## config.mk

```make
export PLATFORM = sky130hd
export DESIGN_NAME = alu_multibyte_seq
export DESIGN_NICKNAME = d
export VERILOG_FILES = /design/src/rtl/alu_multibyte_seq_pkg.sv /design/src/rtl/alu_multibyte_seq.sv
export SDC_FILE = /design/constraint.sdc
export NUM_CORES = 1
export LEC_CHECK = 0
export ABC_AREA = 1
export CORE_MARGIN = 3
export CORE_UTILIZATION = 30
export CTS_CLUSTER_DIAMETER = 50
export DETAILED_ROUTE_END_ITERATION = 10
export HOLD_SLACK_MARGIN = 0.05
export SLEW_MARGIN = 30
export SYNTH_ARGS = -nofsm -noshare
export SYNTH_HDL_FRONTEND = slang
export SYNTH_SLANG_ARGS = --single-unit
```

## constraint.sdc

```tcl
create_clock -name CLK -period 2.7 [get_ports CLK]
set_input_delay 0.54 -clock CLK [delete_from_list [all_inputs] [get_ports CLK]]
set_output_delay 0.54 -clock CLK [all_outputs]
set_load 0.02 [all_outputs]
```

## src/rtl/alu_multibyte_seq_pkg.sv

```systemverilog
// Shared definitions for the multi-byte ALU sequencer: ALU select codes,
// operation and state encodings, and byte-lane access helpers.
package alu_seq_pkg;

  localparam logic [3:0] SEL_ADD  = 4'd0;
  localparam logic [3:0] SEL_ADDC = 4'd1;
  localparam logic [3:0] SEL_SUB  = 4'd2;
  localparam logic [3:0] SEL_SUBC = 4'd3;
  localparam logic [3:0] SEL_AND  = 4'd5;
  localparam logic [3:0] SEL_OR   = 4'd6;
  localparam logic [3:0] SEL_XOR  = 4'd7;
  localparam logic [3:0] SEL_LSL  = 4'd9;
  localparam logic [3:0] SEL_LSR  = 4'd10;
  localparam logic [3:0] SEL_MOV  = 4'd14;

  localparam int unsigned MAX_BYTES = 8;

  typedef enum logic [2:0] {
    OP_ADD = 3'd0,
    OP_SUB = 3'd1,
    OP_CMP = 3'd2,
    OP_AND = 3'd3,
    OP_OR  = 3'd4,
    OP_XOR = 3'd5,
    OP_LSL = 3'd6,
    OP_LSR = 3'd7
  } op_t;

  typedef enum logic [1:0] {
    IDLE,
    RUN,
    FIN
  } state_t;

  // Lane helpers operate on a maximum-width vector; callers zero-extend.
  function automatic logic [7:0] lane_get(input logic [8*MAX_BYTES-1:0] v,
                                          input logic [2:0] k);
    return v[{k, 3'b000} +: 8];
  endfunction

  function automatic logic [8*MAX_BYTES-1:0] lane_put(input logic [8*MAX_BYTES-1:0] v,
                                                      input logic [2:0] k,
                                                      input logic [7:0] b);
    logic [8*MAX_BYTES-1:0] r;
    r = v;
    r[{k, 3'b000} +: 8] = b;
    return r;
  endfunction

endpackage

```

## src/rtl/alu_multibyte_seq.sv

```systemverilog
// Sequences an external 8-bit ALU over NBYTES byte lanes, one lane per clock,
// chaining carry/borrow/shift bits and accumulating the wide result and flags.
module alu_multibyte_seq
  import alu_seq_pkg::*;
#(
  parameter int unsigned NBYTES = 4
) (
  input  logic                  CLK,
  input  logic                  RST_N,
  input  logic                  START,
  input  logic [2:0]            OP,
  input  logic                  CIN,
  input  logic [8*NBYTES-1:0]   A_IN,
  input  logic [8*NBYTES-1:0]   B_IN,
  output logic                  BUSY,
  output logic                  DONE,
  output logic [8*NBYTES-1:0]   RES,
  output logic                  C_OUT,
  output logic                  Z_OUT,
  output logic [3:0]            ALU_SEL,
  output logic [7:0]            ALU_A,
  output logic [7:0]            ALU_B,
  output logic                  ALU_CIN,
  input  logic [7:0]            ALU_RESULT,
  input  logic                  ALU_C,
  input  logic                  ALU_Z
);

  localparam int unsigned W    = 8 * NBYTES;
  localparam logic [2:0]  LAST = 3'(NBYTES - 1);

  state_t         state;
  op_t            op_q;
  logic [W-1:0]   a_q;
  logic [W-1:0]   b_q;
  logic [2:0]     idx;
  logic [2:0]     lane;
  logic           carry;
  logic           zacc;

  // LSR walks from the top lane down so the shift-in bit enters at the MSB.
  always_comb begin
    lane = (op_q == OP_LSR) ? (LAST - idx) : idx;
  end

  always_comb begin
    ALU_SEL = SEL_MOV;
    ALU_A   = '0;
    ALU_B   = '0;
    ALU_CIN = 1'b0;
    if (state == RUN) begin
      ALU_A   = lane_get(64'(a_q), lane);
      ALU_B   = lane_get(64'(b_q), lane);
      ALU_CIN = carry;
      case (op_q)
        OP_ADD:         ALU_SEL = SEL_ADDC;
        OP_SUB, OP_CMP: ALU_SEL = SEL_SUBC;
        OP_AND: begin
          ALU_SEL = SEL_AND;
          ALU_CIN = 1'b0;
        end
        OP_OR: begin
          ALU_SEL = SEL_OR;
          ALU_CIN = 1'b0;
        end
        OP_XOR: begin
          ALU_SEL = SEL_XOR;
          ALU_CIN = 1'b0;
        end
        OP_LSL: begin
          ALU_SEL = SEL_LSL;
          ALU_B   = '0;
        end
        OP_LSR: begin
          ALU_SEL = SEL_LSR;
          ALU_B   = '0;
        end
        default: ALU_SEL = SEL_MOV;
      endcase
    end
  end

  always_ff @(posedge CLK) begin
    if (!RST_N) begin
      state <= IDLE;
      op_q  <= OP_ADD;
      a_q   <= '0;
      b_q   <= '0;
      idx   <= '0;
      carry <= 1'b0;
      zacc  <= 1'b0;
      BUSY  <= 1'b0;
      DONE  <= 1'b0;
      RES   <= '0;
      C_OUT <= 1'b0;
      Z_OUT <= 1'b0;
    end else begin
      DONE <= 1'b0;
      case (state)
        IDLE: begin
          if (START) begin
            op_q  <= op_t'(OP);
            a_q   <= A_IN;
            b_q   <= B_IN;
            idx   <= '0;
            // A compare is a pure subtraction; the incoming borrow is discarded.
            carry <= (op_t'(OP) == OP_CMP) ? 1'b0 : CIN;
            zacc  <= 1'b1;
            BUSY  <= 1'b1;
            state <= RUN;
          end
        end
        RUN: begin
          carry <= ALU_C;
          zacc  <= zacc & ALU_Z;
          if (op_q != OP_CMP) begin
            RES <= W'(lane_put(64'(RES), lane, ALU_RESULT));
          end
          if (idx == LAST) begin
            BUSY  <= 1'b0;
            state <= FIN;
          end else begin
            idx <= idx + 3'd1;
          end
        end
        FIN: begin
          DONE  <= 1'b1;
          C_OUT <= carry;
          Z_OUT <= zacc;
          state <= IDLE;
        end
        default: state <= IDLE;
      endcase
    end
  end

endmodule

```

-- After elaboration in Yosys (flattened, before gate mapping)
Index checks and enable logic that the tools add are counted.
W data, S select, Z words.
- flip-flop bits (word level): 110
- input port bits: 81
- output and inout port bits: 57
- logic and storage cells: 70
- add/sub/neg operators: 3
- equality and inequality tests: 15
- shifts and indexed selects: 4
- muxes and demuxes: 23
- bitwise logic cells: 1
- reductions and logical operators: 12
- operators by type and width (operator ; number):
    $shiftx A64 B7 Y8 ; 2
    $bwmux W64 ; 1
    $shift A8 B8 Y64 const A ; 1
    $shiftx A8 B8 Y64 ; 1
    $pmux W4 S7 ; 1
    $mux W8 ; 3
    $eq A3 B2 Y1 const B ; 4
    $eq A3 B3 Y1 const B ; 4
    $mux W3 ; 3
    $neg A6 Y8 ; 1
    $reduce_and A2 Y1 ; 4
    $mux W1 ; 7
    $pmux W1 S2 ; 3
    $pmux W3 S2 ; 1
    $reduce_and A3 Y1 ; 2
    $mux W2 ; 2
    $mux W4 ; 1
    $ne A2 B2 Y1 const B ; 2
    $pmux W2 S2 ; 1
    $reduce_or A2 Y1 ; 2
    $add A3 B1 Y3 const B ; 1
    $eq A3 B1 Y1 const B ; 1
    $logic_not A3 Y1 ; 1
    $ne A3 B2 Y1 const B ; 1
    other kinds (8) ; 8

-- Logic depth before layout (Yosys ltp)
- depth in word-level cells: 5
- gate-level depth with buffers: 16
- depth with buffers taken out: 14

-- Worst setup path after synthesis
Ideal clock, no wire load.
- kind: flip-flop to flip-flop
- start point: reg op_q[2]
- end point: reg RES[27]
- setup time: 67 ps
- arrival time: 2101 ps
- required time: 2633 ps
- path slack: 532 ps
- cell stages (with the launch flop): 17
- buffers on the path: 2
- period minus slack after synthesis: 2168 ps
- path through: dfxtp_1 -> buf_4 -> nand3_4 -> nand2_1 -> nand2_2 -> inv_2 -> buf_6 -> nor2_1 -> ha_1 -> inv_1 -> nor2_1 -> inv_1 -> nor2_2 -> inv_1 -> nor2_4 -> nand2_1 -> a21oi_2
- word-level cells in the longest chain between the ends: 5
- elaborated cells between the ends (all ways): 8
- classes of those cells: add/sub: 1; eq/ne: 2; shift: 2; mux: 2; reduce/logical: 1
- ends and longest elaborated chain (element ; RTL line ; source):
    from (decl) ; alu_multibyte_seq.sv:33 ; op_t op_q;
    from (signal assigned) ; alu_multibyte_seq.sv:102 ; op_q <= op_t'(OP);
    $eq A3 B3 Y1 ; alu_multibyte_seq.sv:43 ; lane = (op_q == OP_LSR) ? (LAST - idx) : idx;
    $mux W3 ; alu_multibyte_seq.sv:43 ;
    $neg A6 Y8 ; alu_multibyte_seq_pkg.sv:46 ; r[{k, 3'b000} +: 8] = b;
    $shiftx A8 B8 Y64 / $shift A8 B8 Y64 (equally long branches) ; alu_multibyte_seq_pkg.sv:46 ;
    $bwmux W64 ; alu_multibyte_seq_pkg.sv:46 ;
    to (signal assigned) ; alu_multibyte_seq.sv:117 ; RES <= W'(lane_put(64'(RES), lane, ALU_RESULT));
    to (decl) ; alu_multibyte_seq.sv:17 ; output logic [8*NBYTES-1:0] RES,
Parallel ways exist; a longest one is shown, timed or not.
A chain may end at the register's enable or synchronous reset.

-- Worst setup path in the final report
- start point: reg op_q[2]
- end point: out ALU_B[2]
- word-level cells in the longest chain between the ends: 5
- elaborated cells between the ends (all ways): 7
- classes of those cells: eq/ne: 2; shift: 1; mux: 3; reduce/logical: 1
- ends and longest elaborated chain (element ; RTL line ; source):
    $eq A3 B3 Y1 ; alu_multibyte_seq.sv:43, alu_multibyte_seq.sv:55 ;
    $mux W3 ; alu_multibyte_seq.sv:43 ;
    $shiftx A64 B7 Y8 ; alu_multibyte_seq_pkg.sv:38 ; return v[{k, 3'b000} +: 8];
    $mux W8 (*) ; alu_multibyte_seq.sv:55 ; case (op_q)
    $mux W8 (*) ; alu_multibyte_seq.sv:51 ; if (state == RUN) begin
    to (decl) ; alu_multibyte_seq.sv:22 ; output logic [7:0] ALU_B,
Every way passes the cells marked *; elsewhere a longest branch is shown, timed or not.

==> results.yml <==
die:
  rows: 46
  core_area_um2: 16000
  start_util_pct: 30.9
  die_area_um2: 18000
  die_w_um: 134
  die_y_um: 134
  ios: 138
sta:
  finalSetupViolations: 0
  finalWorstSetupSlack_ns: 0.131
  slew-limit-headroom_pct: 67.9
  period_share_pct: 95.1
  fmax_mhz: 389
  fin_worst_skew_ns: 0.00988
  tightest_slew_ns: 0.482
  drv_slew: 0
  rsz0062_at_grt: "false"
  finalHoldViolations: 0
  fin_crit_ns: 2.57
  setup_tns_ns: 0
setup_path:
  cp_max_fo: 8
  cpPeakStageDelay_ns: 0.35
  crit_top_cell: "buf_4"
  endpoint_kind: "output pin"
  required_ns: 2.16
  crit_type: "register to output pin"
  cp-start-kind: "register"
  reg2reg_slack_ns: 0.32
  crit_path_top_delay_cell: "dfxtp_2"
  critPathArrivalTime_ns: 2.03
  crit_path_cell_trace: "buf_4 > nand4_1 > nand2_2 > buf_4 > buf_4 > nand2_1 > nand3_1 > a21oi_1 > clkdlybuf4s15_1"
logic_synthesis:
  syn_nets: 776
  synthXorXnorAreaFrac_pct: 0
  ys_ff_latch: 110
  synth-seq-area-share_pct: 44.6
  synth-edff-count: 0
  synthSimpleGateAreaFrac_pct: 24.9
  synth_area_leaders: "dfxtp_1, o21ai_0, a21oi_1"
  synth_top_family_by_area: "simple AND/OR/NAND/NOR gates"
  synth_top_area_share_pct: 44.6
  yosys_warnings: 0
  synth.distinct_cells: 30
  synthesis.area_um2: 4940
  synth_top_area_cell: "dfxtp_1"
  synth_commonest_cells: "dfxtp_1, nand2_1, nor2_1"
  avgSynthCellArea_um2: 7.14
  muxShareOfSynthArea_pct: 0
  yosysMostFrequentCell: "dfxtp_1"
  ys.flop_type: "dfxtp_1"
  async_flop_share_pct: 0
  synth_compound_area_share_pct: 19.5
  synthAdderAreaFrac_pct: 0.759
  synth_cells: 692
placement:
  portBuffers: 137
  place_ws_ns: 0.0641
  place.detailed.hpwl_um: 10500
  gp_congestion: 0.818
  placed_cell_area_um2: 6570
global_routing:
  grt_pass1_wl_um: 23400
  grt_overflow: 0
  grtUsageTotal_pct: 16.2
  antenna_found_initial: 0
  grt_pass1_vias: 4572
  grt_start_max_net_pins: 84
drt:
  via_count: 4799
  highest_layer: "met4"
  ant_nets: 0
  met2WireLength_um: 6310
  drt_wl_total_um: 14400
  met3WireLength_um: 1090
  drc: 0
  initialDrtViolationCount: 216
  m1WireLength_um: 6850
  wl_per_cell_um: 13.8
  drtPass1Iterations: 5
  vias_per_cell: 4.58
power_and_ir_drop:
  powerDensity_nw_per_um2: 570
  power_leakage_nw: 2.78
  clkPwrFrac_pct: 33.9
  seqPwrFrac_pct: 45.3
  netSwitchingFraction_pct: 28.5
  ir_worst_vdd_mv: 0.332
  combPwrFrac_pct: 20.9
  p_int_mw: 2.81
  p_sw_mw: 1.12
clock_tree:
  clk_pin_slew_worst_paths_ns: 0.07
  cts_buffer_depth: 2
  cts_tree: "yes"
  root_buffer: "clkbuf_16"
  clock-sinks: 110
  htree_levels: 3
  clk_latency_ns: 0.36
  cts_made_buffers: 9
outcome:
  outcome: "completed"
layout:
  final_core_utilization_pct: 43.0
  layout-drive-gt1-share_pct: 9.98
  regArea_um2: 2210
  n_fill_cell: 1722
  multi_input_comb_area_um2: 2260
  area_growth_pct: 39.4
  diodes: 0
  design_area_um2: 6890
  layout.nets: 912
run:
  cap_violations: 0
worst_hold_path:
  hold_class: "register to register"
-- worst max-delay path, delay by kind of cell (launching register included) --
family | cells | cell delay (ns)
flip-flops | 1 | 0.35
AND/OR/NAND/NOR | 4 | 0.35
AO/OA/AOI/OAI | 1 | 0.18
buffers and inverters | 4 | 0.80
-- what timing repair did --
action                                  4_1_cts  5_1_grt
buffers inserted                              2        2
hold buffers                                  0        0
pin swaps                                     2        2
gates resized for setup                      17       21
endpoints found under the setup margin       16       26
gates cloned                                  1        0
-- layout by cell type, fill, tap and decap left out, drive strengths merged, types with 19 or more instances in the layout --
cell	Yosys	layout
clkdlybuf4s50	0	120
nand2	110	111
dfxtp	110	110
nor2	109	109
o21ai	102	102
a21oi	82	82
inv	81	82
nand3	36	36
buf	19	26
clkbuf	19	19
-- state kept, by name, summed over array words and instances, names as in the netlist --
register and count:
Z_OUT 1, DONE 1, RES 32, C_OUT 1, idx 3, state 2, BUSY 1, op_q 3
a_q 32, b_q 32, zacc 1, carry 1
-- worst paths after layout --
| path | cells past startpoint | startpoint | end |
|---|---|---|---|
| hold / removal | 2 | b_q[23] | b_q[23] |
| hold reg to reg | 2 | b_q[23] | b_q[23] |
| setup reg to reg | 14 | op_q[2] | RES[27] |
| setup / recovery | 9 | op_q[2] | ALU_B[2] |
-- power by group through the flow --
| stage | Combinational (mW) | Clock (mW) | Sequential [mW] |
|---|---|---|---|
| detailed placement | 0.821 | 0 | 1.81 |
| finish | 0.820 | 1.33 | 1.78 |
| global placement | 0.816 | 0 | 1.81 |
| global route | 0.916 | 1.45 | 1.79 |
| CTS | 0.822 | 1.37 | 1.78 |
| floorplan | 0.485 | 0 | 1.81 |
-- routing by layer --
metal,global-route usage [%],vias up
met5,0,-
met4,5.15,0
met3,4.95,13
met2,25.0,150
met1,21.9,2132
li1,-,2504
-- kinds of logic (layout without fill, tap and decap cells) --
kind of cell / count (synthesis) / after routing
simple gates: 272 / 273
compound gates: 187 / 187
buf+inv: 120 / 259
flops: 110 / 110
fa+ha+maj: 3 / 3
-- through the flow --
stage	cells	power (mW)	hold slack, ns
after detailed placement	1028	2.64	0.441
after global placement	1028	2.63	0.439
after floorplan	692	2.30	0.425
after CTS	1046	3.97	0.453
after global routing	1048	4.15	0.480
final	1048	3.93	0.453
-- final cells by class --
type	count	area share, %
inverters	82	4.47
flip-flops and latches	110	32.0
clock inverters	3	0.636
well taps	216	3.92
repair buffers	162	22.5
clock buffers	12	3.58
multi-input cells	463	32.9
Note: power is estimated with default switching activity, not from simulation.
